<file path="config.mk">
export PLATFORM = sky130hd
export DESIGN_NAME = count_tracker
export DESIGN_NICKNAME = d
export VERILOG_FILES = /design/src/rtl/count_tracker.sv
export SDC_FILE = /design/constraint.sdc
export NUM_CORES = 1
export LEC_CHECK = 0
export CORE_ASPECT_RATIO = 0.6
export CORE_MARGIN = 5
export CORE_UTILIZATION = 51
export CTS_CLUSTER_DIAMETER = 120
export CTS_CLUSTER_SIZE = 8
export DETAILED_ROUTE_END_ITERATION = 7
export GPL_TIMING_DRIVEN = 0
export PLACE_DENSITY = 0.75
export SYNTH_ARGS = -nofsm -noshare
export SYNTH_HDL_FRONTEND = slang
export SYNTH_SLANG_ARGS = --single-unit
</file>
<file path="constraint.sdc">
create_clock -name clock -period 2.41 [get_ports clock]
set_input_delay 0.3615 -clock clock [delete_from_list [all_inputs] [get_ports clock]]
set_output_delay 0.3615 -clock clock [all_outputs]
set_load 0.02 [all_outputs]
</file>
<file path="src/rtl/count_tracker.sv">
// Receive-side checker for a free-running up-counter: verifies each enabled
// sample is the previous one plus 1 (mod 2^Size), locks on a clean run, and reports errors.
module count_tracker #(
  parameter int Size       = 5,
  parameter int LockCycles = 4,
  parameter int LossLimit  = 3,
  parameter int ErrWidth   = 8
) (
  input  logic                clock,
  input  logic                reset,
  input  logic                enable,
  input  logic [Size-1:0]     count,
  input  logic                err_clear,
  output logic                locked,
  output logic                error,
  output logic                wrap,
  output logic [ErrWidth-1:0] err_count,
  output logic [1:0]          state
);

  localparam logic [1:0] HUNT    = 2'd0;
  localparam logic [1:0] SYNC    = 2'd1;
  localparam logic [1:0] LOCK    = 2'd2;
  localparam logic [1:0] ILLEGAL = 2'd3;

  localparam logic [7:0]          LOCK_TGT = 8'(LockCycles);
  localparam logic [7:0]          LOSS_TGT = 8'(LossLimit);
  localparam logic [Size-1:0]     CNT_MAX  = {Size{1'b1}};
  localparam logic [ErrWidth-1:0] ERR_MAX  = {ErrWidth{1'b1}};

  logic [1:0]          state_q,  state_d;
  logic [Size-1:0]     prev_q,   prev_d;
  logic [7:0]          good_q,   good_d;
  logic [7:0]          bad_q,    bad_d;
  logic [ErrWidth-1:0] err_q,    err_d;
  logic                error_q,  error_d;
  logic                wrap_q,   wrap_d;
  logic                locked_q, locked_d;

  logic [Size-1:0]     expected_s;
  logic                match_s;
  logic                hit_s;

  // A clear coincident with a new mismatch leaves exactly that one mismatch counted.
  function automatic logic [ErrWidth-1:0] err_next(
    input logic [ErrWidth-1:0] cur,
    input logic                hit,
    input logic                clr
  );
    logic [ErrWidth-1:0] res;
    if (clr) begin
      res = hit ? {{(ErrWidth-1){1'b0}}, 1'b1} : {ErrWidth{1'b0}};
    end else if (hit && (cur != ERR_MAX)) begin
      res = cur + {{(ErrWidth-1){1'b0}}, 1'b1};
    end else begin
      res = cur;
    end
    return res;
  endfunction

  assign expected_s = prev_q + Size'(1'b1);
  assign match_s    = (count == expected_s);

  // Next-state logic for the HUNT/SYNC/LOCK tracker and its pulse outputs.
  always_comb begin
    state_d = state_q;
    prev_d  = prev_q;
    good_d  = good_q;
    bad_d   = bad_q;
    error_d = 1'b0;
    wrap_d  = 1'b0;
    hit_s   = 1'b0;
    if (enable) begin
      case (state_q)
        HUNT: begin
          prev_d  = count;
          good_d  = 8'd0;
          state_d = SYNC;
        end
        SYNC: begin
          prev_d = count;
          if (match_s) begin
            good_d = good_q + 8'd1;
            if ((good_q + 8'd1) == LOCK_TGT) begin
              state_d = LOCK;
              bad_d   = 8'd0;
            end else begin
              state_d = SYNC;
            end
          end else begin
            good_d = 8'd0;
          end
        end
        LOCK: begin
          if (match_s) begin
            prev_d = count;
            bad_d  = 8'd0;
            wrap_d = (prev_q == CNT_MAX);
          end else begin
            // Flywheel on the predicted value so one glitch costs one error.
            prev_d  = expected_s;
            error_d = 1'b1;
            hit_s   = 1'b1;
            bad_d   = bad_q + 8'd1;
            if ((bad_q + 8'd1) == LOSS_TGT) begin
              state_d = HUNT;
              good_d  = 8'd0;
            end else begin
              state_d = LOCK;
            end
          end
        end
        default: begin
          state_d = HUNT;
        end
      endcase
    end else begin
      if (state_q == ILLEGAL) begin
        state_d = HUNT;
      end else begin
        state_d = state_q;
      end
    end
    err_d    = err_next(err_q, hit_s, err_clear);
    locked_d = (state_d == LOCK);
  end

  // State and status registers.
  always_ff @(posedge clock or negedge reset) begin
    if (!reset) begin
      state_q  <= HUNT;
      prev_q   <= {Size{1'b0}};
      good_q   <= 8'd0;
      bad_q    <= 8'd0;
      err_q    <= {ErrWidth{1'b0}};
      error_q  <= 1'b0;
      wrap_q   <= 1'b0;
      locked_q <= 1'b0;
    end else begin
      state_q  <= state_d;
      prev_q   <= prev_d;
      good_q   <= good_d;
      bad_q    <= bad_d;
      err_q    <= err_d;
      error_q  <= error_d;
      wrap_q   <= wrap_d;
      locked_q <= locked_d;
    end
  end

  assign state     = state_q;
  assign locked    = locked_q;
  assign error     = error_q;
  assign wrap      = wrap_q;
  assign err_count = err_q;

endmodule

</file>
==> out/metrics.yaml <==
run_status:
  status: "finished with violations"
  violations: "negative setup slack"
placement:
  place.gp.congestion: 0.845
  port_buffers: 20
  placedCellCount: 323
  dp_hpwl_um: 3670
clock_network:
  cts_root_buf: "clkbuf_8"
  ctsHtreeMaxLevel: 2
  insertion_delay_ns: 0.29
  clkTransAtPathRegs_ns: 0.07
  clockBufferDepth: 2
  cts_made_buffers: 5
  cts_tree: "yes"
  cts_sinks: 34
layout:
  instances_no_fill: 341
  syn_to_final_growth_pct: 24.1
  fillers: 358
  diodes: 0
  drive_gt1_share_pct: 14.2
  nets: 296
  post-route-util_pct: 66.0
drt:
  wl_um: 5620
  vias: 2137
  drc: 0
  ant_nets: 0
  first_pass_iters: 5
  wl_per_cell_um: 16.5
  drt_iter0_markers: 162
  vias_per_cell: 6.27
hold_path:
  hp-class: "input port to async pin"
synth:
  synth_cell_types: 53
  synth_area_leaders: "dfrtp_1 39%, o21ai_0 4.5%, ha_1 4.0%"
  synth_seq_area_share_pct: 38.6
  synth-seq-cells: 34
  ys_dominant_reg_cell: "dfrtp_1"
  synth_edf_count: 0
  syn_avg_cell_area_um2: 9.07
  yosys.area.top_type: "dfrtp_1"
  ys_warn_count: 0
  synth.top_cell.area_share_pct: 38.6
  synth_cells: 243
  netlist_area_mm2: 0.00220
  netlist_top_cells_count: "34 x dfrtp_1, 22 x nand2_1, 20 x o21ai_0"
  synth_most_common_cell: "dfrtp_1"
  synthArstFlopShare_pct: 100
  syn-num-nets: 259
die:
  die_w_um: 94.9
  ioPinCount: 22
  die_h_um: 60.9
  rows: 18
  start_util_pct: 53.2
  fp.dieArea_mm2: 0.00578
  coreArea_mm2: 0.00414
timing:
  period_share_pct: 102
  rsz0062_at_grt: "yes"
  hold_viol_final: 0
  max_slew_margin_pct: 49.2
  layout_min_cycle_time_ns: 2.46
  fmax_ghz: 0.407
  setup_viol: 1
  slew_violations: 0
  clock_skew_ns: 0.00592
  fin_ws_ns: -0.0476
  worst_pin_slew_ns: 0.762
setup_path:
  critPathArrivalTime_ns: 2.67
  critPathKind: "register to register"
  cp_max_fo: 4
  startpoint_type: "register"
  endpoint_kind: "register"
  required_ns: 2.62
global_routing:
  antenna_found_initial: 0
  grt_pass1_wl_um: 9030
  grt_pass1_vias: 1839
  grt_max_degree: 35
  track_usage_pct: 20.0
  grt-ovfl-total: 0
pwr:
  vdd_drop_max_mv: 0.361
  p_leak_nw: 1.18
  powerDensity_mw_per_mm2: 446
run:
  drv_cap: 0
[sequential cells by signal, summed over array words and instances (netlist names)]
register / flops
wrap: 1
bad_q: 8
locked: 1
good_q: 8
prev_q: 5
err_count: 8
state: 2
error: 1
[path summary, 6_finish.rpt]
check                               start            to  slack, ns  cells past startpoint
worst max register to register  prev_q[0]  err_count[7]      -0.05                      9
worst min register to register  good_q[7]     good_q[7]       0.53                      1
worst max-delay path            prev_q[0]  err_count[7]      -0.05                      9
worst min-delay path                reset        locked       0.14                      1
min in group clock              good_q[7]     good_q[7]       0.53                      1
max in group asynchronous           reset     good_q[7]       1.78                      1
[critical path, stage by stage (launching register included)]
cell and delay, ns:
dfrtp_1 0.42, ha_4 0.18, and3_4 0.15, ha_4 0.22, xnor2_2 0.13, and4_4 0.20, a211o_1 0.28, buf_6 0.13
or4_1 0.52, a21oi_2 0.13
[layout make-up]
cell class | instances | area, um2 | area share (%)
well taps | 60 | 75.1 | 2.74
clock buffers | 7 | 86.3 | 3.16
plain buffers | 9 | 42.5 | 1.56
flip-flops and latches | 34 | 851 | 31.1
clock inverters | 1 | 5.00 | 0.183
multi-input cells | 184 | 1340 | 49.0
repair buffers | 31 | 278 | 10.2
inverters | 15 | 56.3 | 2.06
[placed cells by master, fill, tap and decap left out, types with 3 or more instances in the layout]
master | netlist | routed
dfrtp_1 | 34 | 34
nand2_1 | 22 | 22
o21ai_0 | 20 | 20
clkdlybuf4s50_1 | 0 | 19
inv_1 | 15 | 15
nand3_1 | 13 | 13
buf_4 | 0 | 11
nand4_1 | 10 | 10
a21oi_1 | 12 | 9
clkbuf_1 | 8 | 8
nor2_1 | 6 | 6
o31ai_1 | 6 | 6
a2bb2oi_1 | 6 | 6
clkbuf_8 | 0 | 6
nand2b_1 | 5 | 5
nor3_1 | 6 | 5
a211o_1 | 5 | 5
ha_1 | 7 | 5
and3_1 | 5 | 4
xnor2_1 | 6 | 4
o31a_1 | 4 | 4
a211oi_1 | 3 | 3
nor4_1 | 4 | 3
and4_1 | 3 | 3
a31o_2 | 3 | 3
a22o_1 | 3 | 3
[cells by family (layout without fill, tap and decap cells)]
logic type	count (synthesis)	after routing	synth area share (%)
multiplexers	2	2	0.965
flip-flops	34	34	38.6
adder cells (fa/ha/maj)	7	7	3.97
XOR/XNOR	9	9	4.20
AND/OR/NAND/NOR	85	85	20.9
buffers and inverters	25	63	4.94
AO/OA/AOI/OAI	81	81	26.4
[power breakdown]
group          switching (mW)  internal [mW]  leakage [nW]
clock network           0.218          0.231        0.0482
registers              0.0117          0.579         0.416
logic                  0.0953         0.0838         0.714
total                   0.325          0.894          1.18
[what timing repair did]
action / CTS / global route
resized for setup: 6 / 10
gates cloned: 0 / 0
pin swaps: 8 / 5
setup endpoints to repair: 23 / 22
buffers inserted: 9 / 2
hold buffers: 0 / 0
[per-stage QoR]
step	TNS (ns)	power [mW]	setup slack [ns]	cell area [um2]	hold slack, ns
global placement	-3.71	0.736	-0.271	2480	0.501
detailed placement	-3.89	0.736	-0.288	2480	0.496
floorplan	-0.219	0.689	-0.109	2210	0.0659
global route	-0.178	1.26	-0.0916	2740	0.218
finish	-0.0476	1.22	-0.0476	2740	0.143
CTS	-0.134	1.20	-0.0880	2670	0.181
[per-layer routing]
| metal | GRT usage [%] | vias up | wire length [um] |
|---|---|---|---|
| met5 | 0 | - | 0 |
| met4 | 3.90 | 0 | 43 |
| met3 | 4.83 | 8 | 427 |
| met2 | 29.1 | 81 | 2410 |
| met1 | 30.4 | 1042 | 2740 |
| li1 | - | 1006 | - |
No activity file was read; power rests on OpenSTA's default activity.
==> edit, RTL diff (same flow settings) <==
The output `locked` loses its register stage (`locked_q` becomes a continuous assignment).
--- a/src/rtl/count_tracker.sv
+++ b/src/rtl/count_tracker.sv
@@ -136,5 +136,4 @@
       error_q  <= 1'b0;
       wrap_q   <= 1'b0;
-      locked_q <= 1'b0;
     end else begin
       state_q  <= state_d;
@@ -145,7 +144,8 @@
       error_q  <= error_d;
       wrap_q   <= wrap_d;
-      locked_q <= locked_d;
     end
   end
+
+  assign locked_q = locked_d;
 
   assign state     = state_q;
Function: changed (a bounded check fails within 10 cycles, from zero or initial values and one cycle with reset low).
==> edit against the original RTL <==
The run still ends with negative setup slack left. Cell area is 2.1% higher. Via count is 0.84% lower. Setup slack worse by 0.25 ns. Area after synthesis is 1.1% lower. Global-route usage is 1.1 points higher. Routed wire length is 2.8% higher. Register-to-register slack worse by 0.21 ns. Sequential share of layout area is 1.5 points lower. Power is 2.5% lower. Sequential cell count is 1 lower. Largest power group unchanged.
==> edit: results (changes against the original RTL) <==
[place]
placed_cell_area_sq_um = 2459  ; -0.76%
preCtsSetupSlack_ns = -0.8474  ; -0.5598 ns
hpwl_microns = 3945  ; +7.6%
gp_congestion = 0.9007  ; +6.5%
dpl.cell_count = 322  ; -0.31%

[sta]
setup_ws_ns = -0.2957  ; -0.2481 ns
finClkSkew_ns = 0.005004  ; -0.0009124 ns
tightest_slew_ns = 0.7800  ; +0.01757 ns
setup_viol = 15  ; +14

[global_routing]
grt_pass1_wl_microns = 9328  ; +3.4%
grt.total_usage = 0.2108  ; +0.01059
grt_max_degree = 34  ; -2.9%
grt_pass1_vias = 1924  ; +4.6%

[status]
violations = negative setup slack
status = complete, but fails checks

[worst_setup_path]
slowest_delay_ns = 0.41  ; -0.11 ns
arrival_ns = 2.34  ; -0.33 ns
crit_slowest_cell = dfrtp_1

[synthesis]
syn_area_per_cell_sq_um = 9.007  ; -0.73%
synth.top_cells.by_count = dfrtp_1, nand2_1, o21ai_0, inv_1, nand3_1
synth_area_leaders = dfrtp_1, o21ai_0, ha_1
syn_nets = 258  ; -0.39%
ys_seq_area_frac = 0.3789  ; -0.007050

[pwr]
ir_drop_mv = 0.3997  ; +11%
power_leakage_uw = 0.001186  ; +0.69%

[routing]
wirelength_microns = 5775  ; +2.8%
post_drt_via_cell_ratio = 6.214  ; -0.84%

[finish]
drive_gt1_frac = 0.1957  ; +0.05338

[edit: cell count changes after synthesis]
cell / delta
dfrtp_1: -1
[edit: cell type report]
type	count	area (sq um)
well taps	60	75.07
repair buffers	34	305.3
multi-input cells	184	1404
flip-flops and latches	33	825.8
clock buffers	7	86.33
fillers	330	1329
inverters	15	56.30
plain buffers	8	40.04
[edit: routing by layer]
layer / part of all wire / track usage / vias to the layer above
met2: 0.42 / 0.3125 / 85
met4: 0.011 / 0.05761 / 0
met3: 0.064 / 0.05204 / 9
met1: 0.50 / 0.3089 / 1015
li1: - / - / 1010
met5: 0 / 0 / -
[edit: what timing repair did]
action                     4_1_cts  5_1_grt
pin swaps                        9       10
resized for setup               15       25
cloned                           0        0
setup endpoints to repair       23       25
hold endpoints to repair         0        0
buffers inserted                 9        5
[edit: power by group]
part | internal [uW] | leakage (uW) | switching [uW]
registers | 562 | 0.000402 | 11.7
clock network | 227 | 0.0000443 | 207
logic | 79.7 | 0.000740 | 100
[edit: logic make-up (layout without fill, tap and decap cells)]
| kind of cell | Yosys count | in the layout | share of synthesized area |
|---|---|---|---|
| DFF | 33 | 33 | 0.3789 |
| and+or+nand+nor | 85 | 85 | 0.2118 |
| xor gates and xnor gates | 9 | 9 | 0.04248 |
| buffers and inverters | 25 | 64 | 0.04994 |
| adders and majority gates | 7 | 7 | 0.04018 |
| muxes | 2 | 2 | 0.009759 |
| AOI/OAI and AO/OA | 81 | 81 | 0.2670 |
[edit: path summary, 6_finish.rpt]
check                                     to  slack [ns]  depth (start not counted)  startpoint
worst max-delay path                  locked       -0.30                          9   prev_q[0]
worst max register to register  err_count[3]       -0.26                         11   prev_q[0]
min in group clock                 good_q[7]        0.55                          1   good_q[7]
max in group asynchronous          prev_q[4]        1.76                          1       reset
worst min-delay path                bad_q[7]        0.16                          1       reset
worst min register to register     good_q[7]        0.55                          1   good_q[7]
[edit: metrics by stage]
step                TNS (ns)  hold WS [ns]  utilization  power (uW)
CTS                   -1.797        0.1767       0.6460        1171
detailed placement    -4.522        0.4805       0.5965       721.1
global placement      -4.532        0.5040       0.5978       718.4
finish                -1.970        0.1569       0.6776        1188
global route          -3.369        0.2225       0.6776        1231
floorplan            -0.2802       0.06591            -       672.1
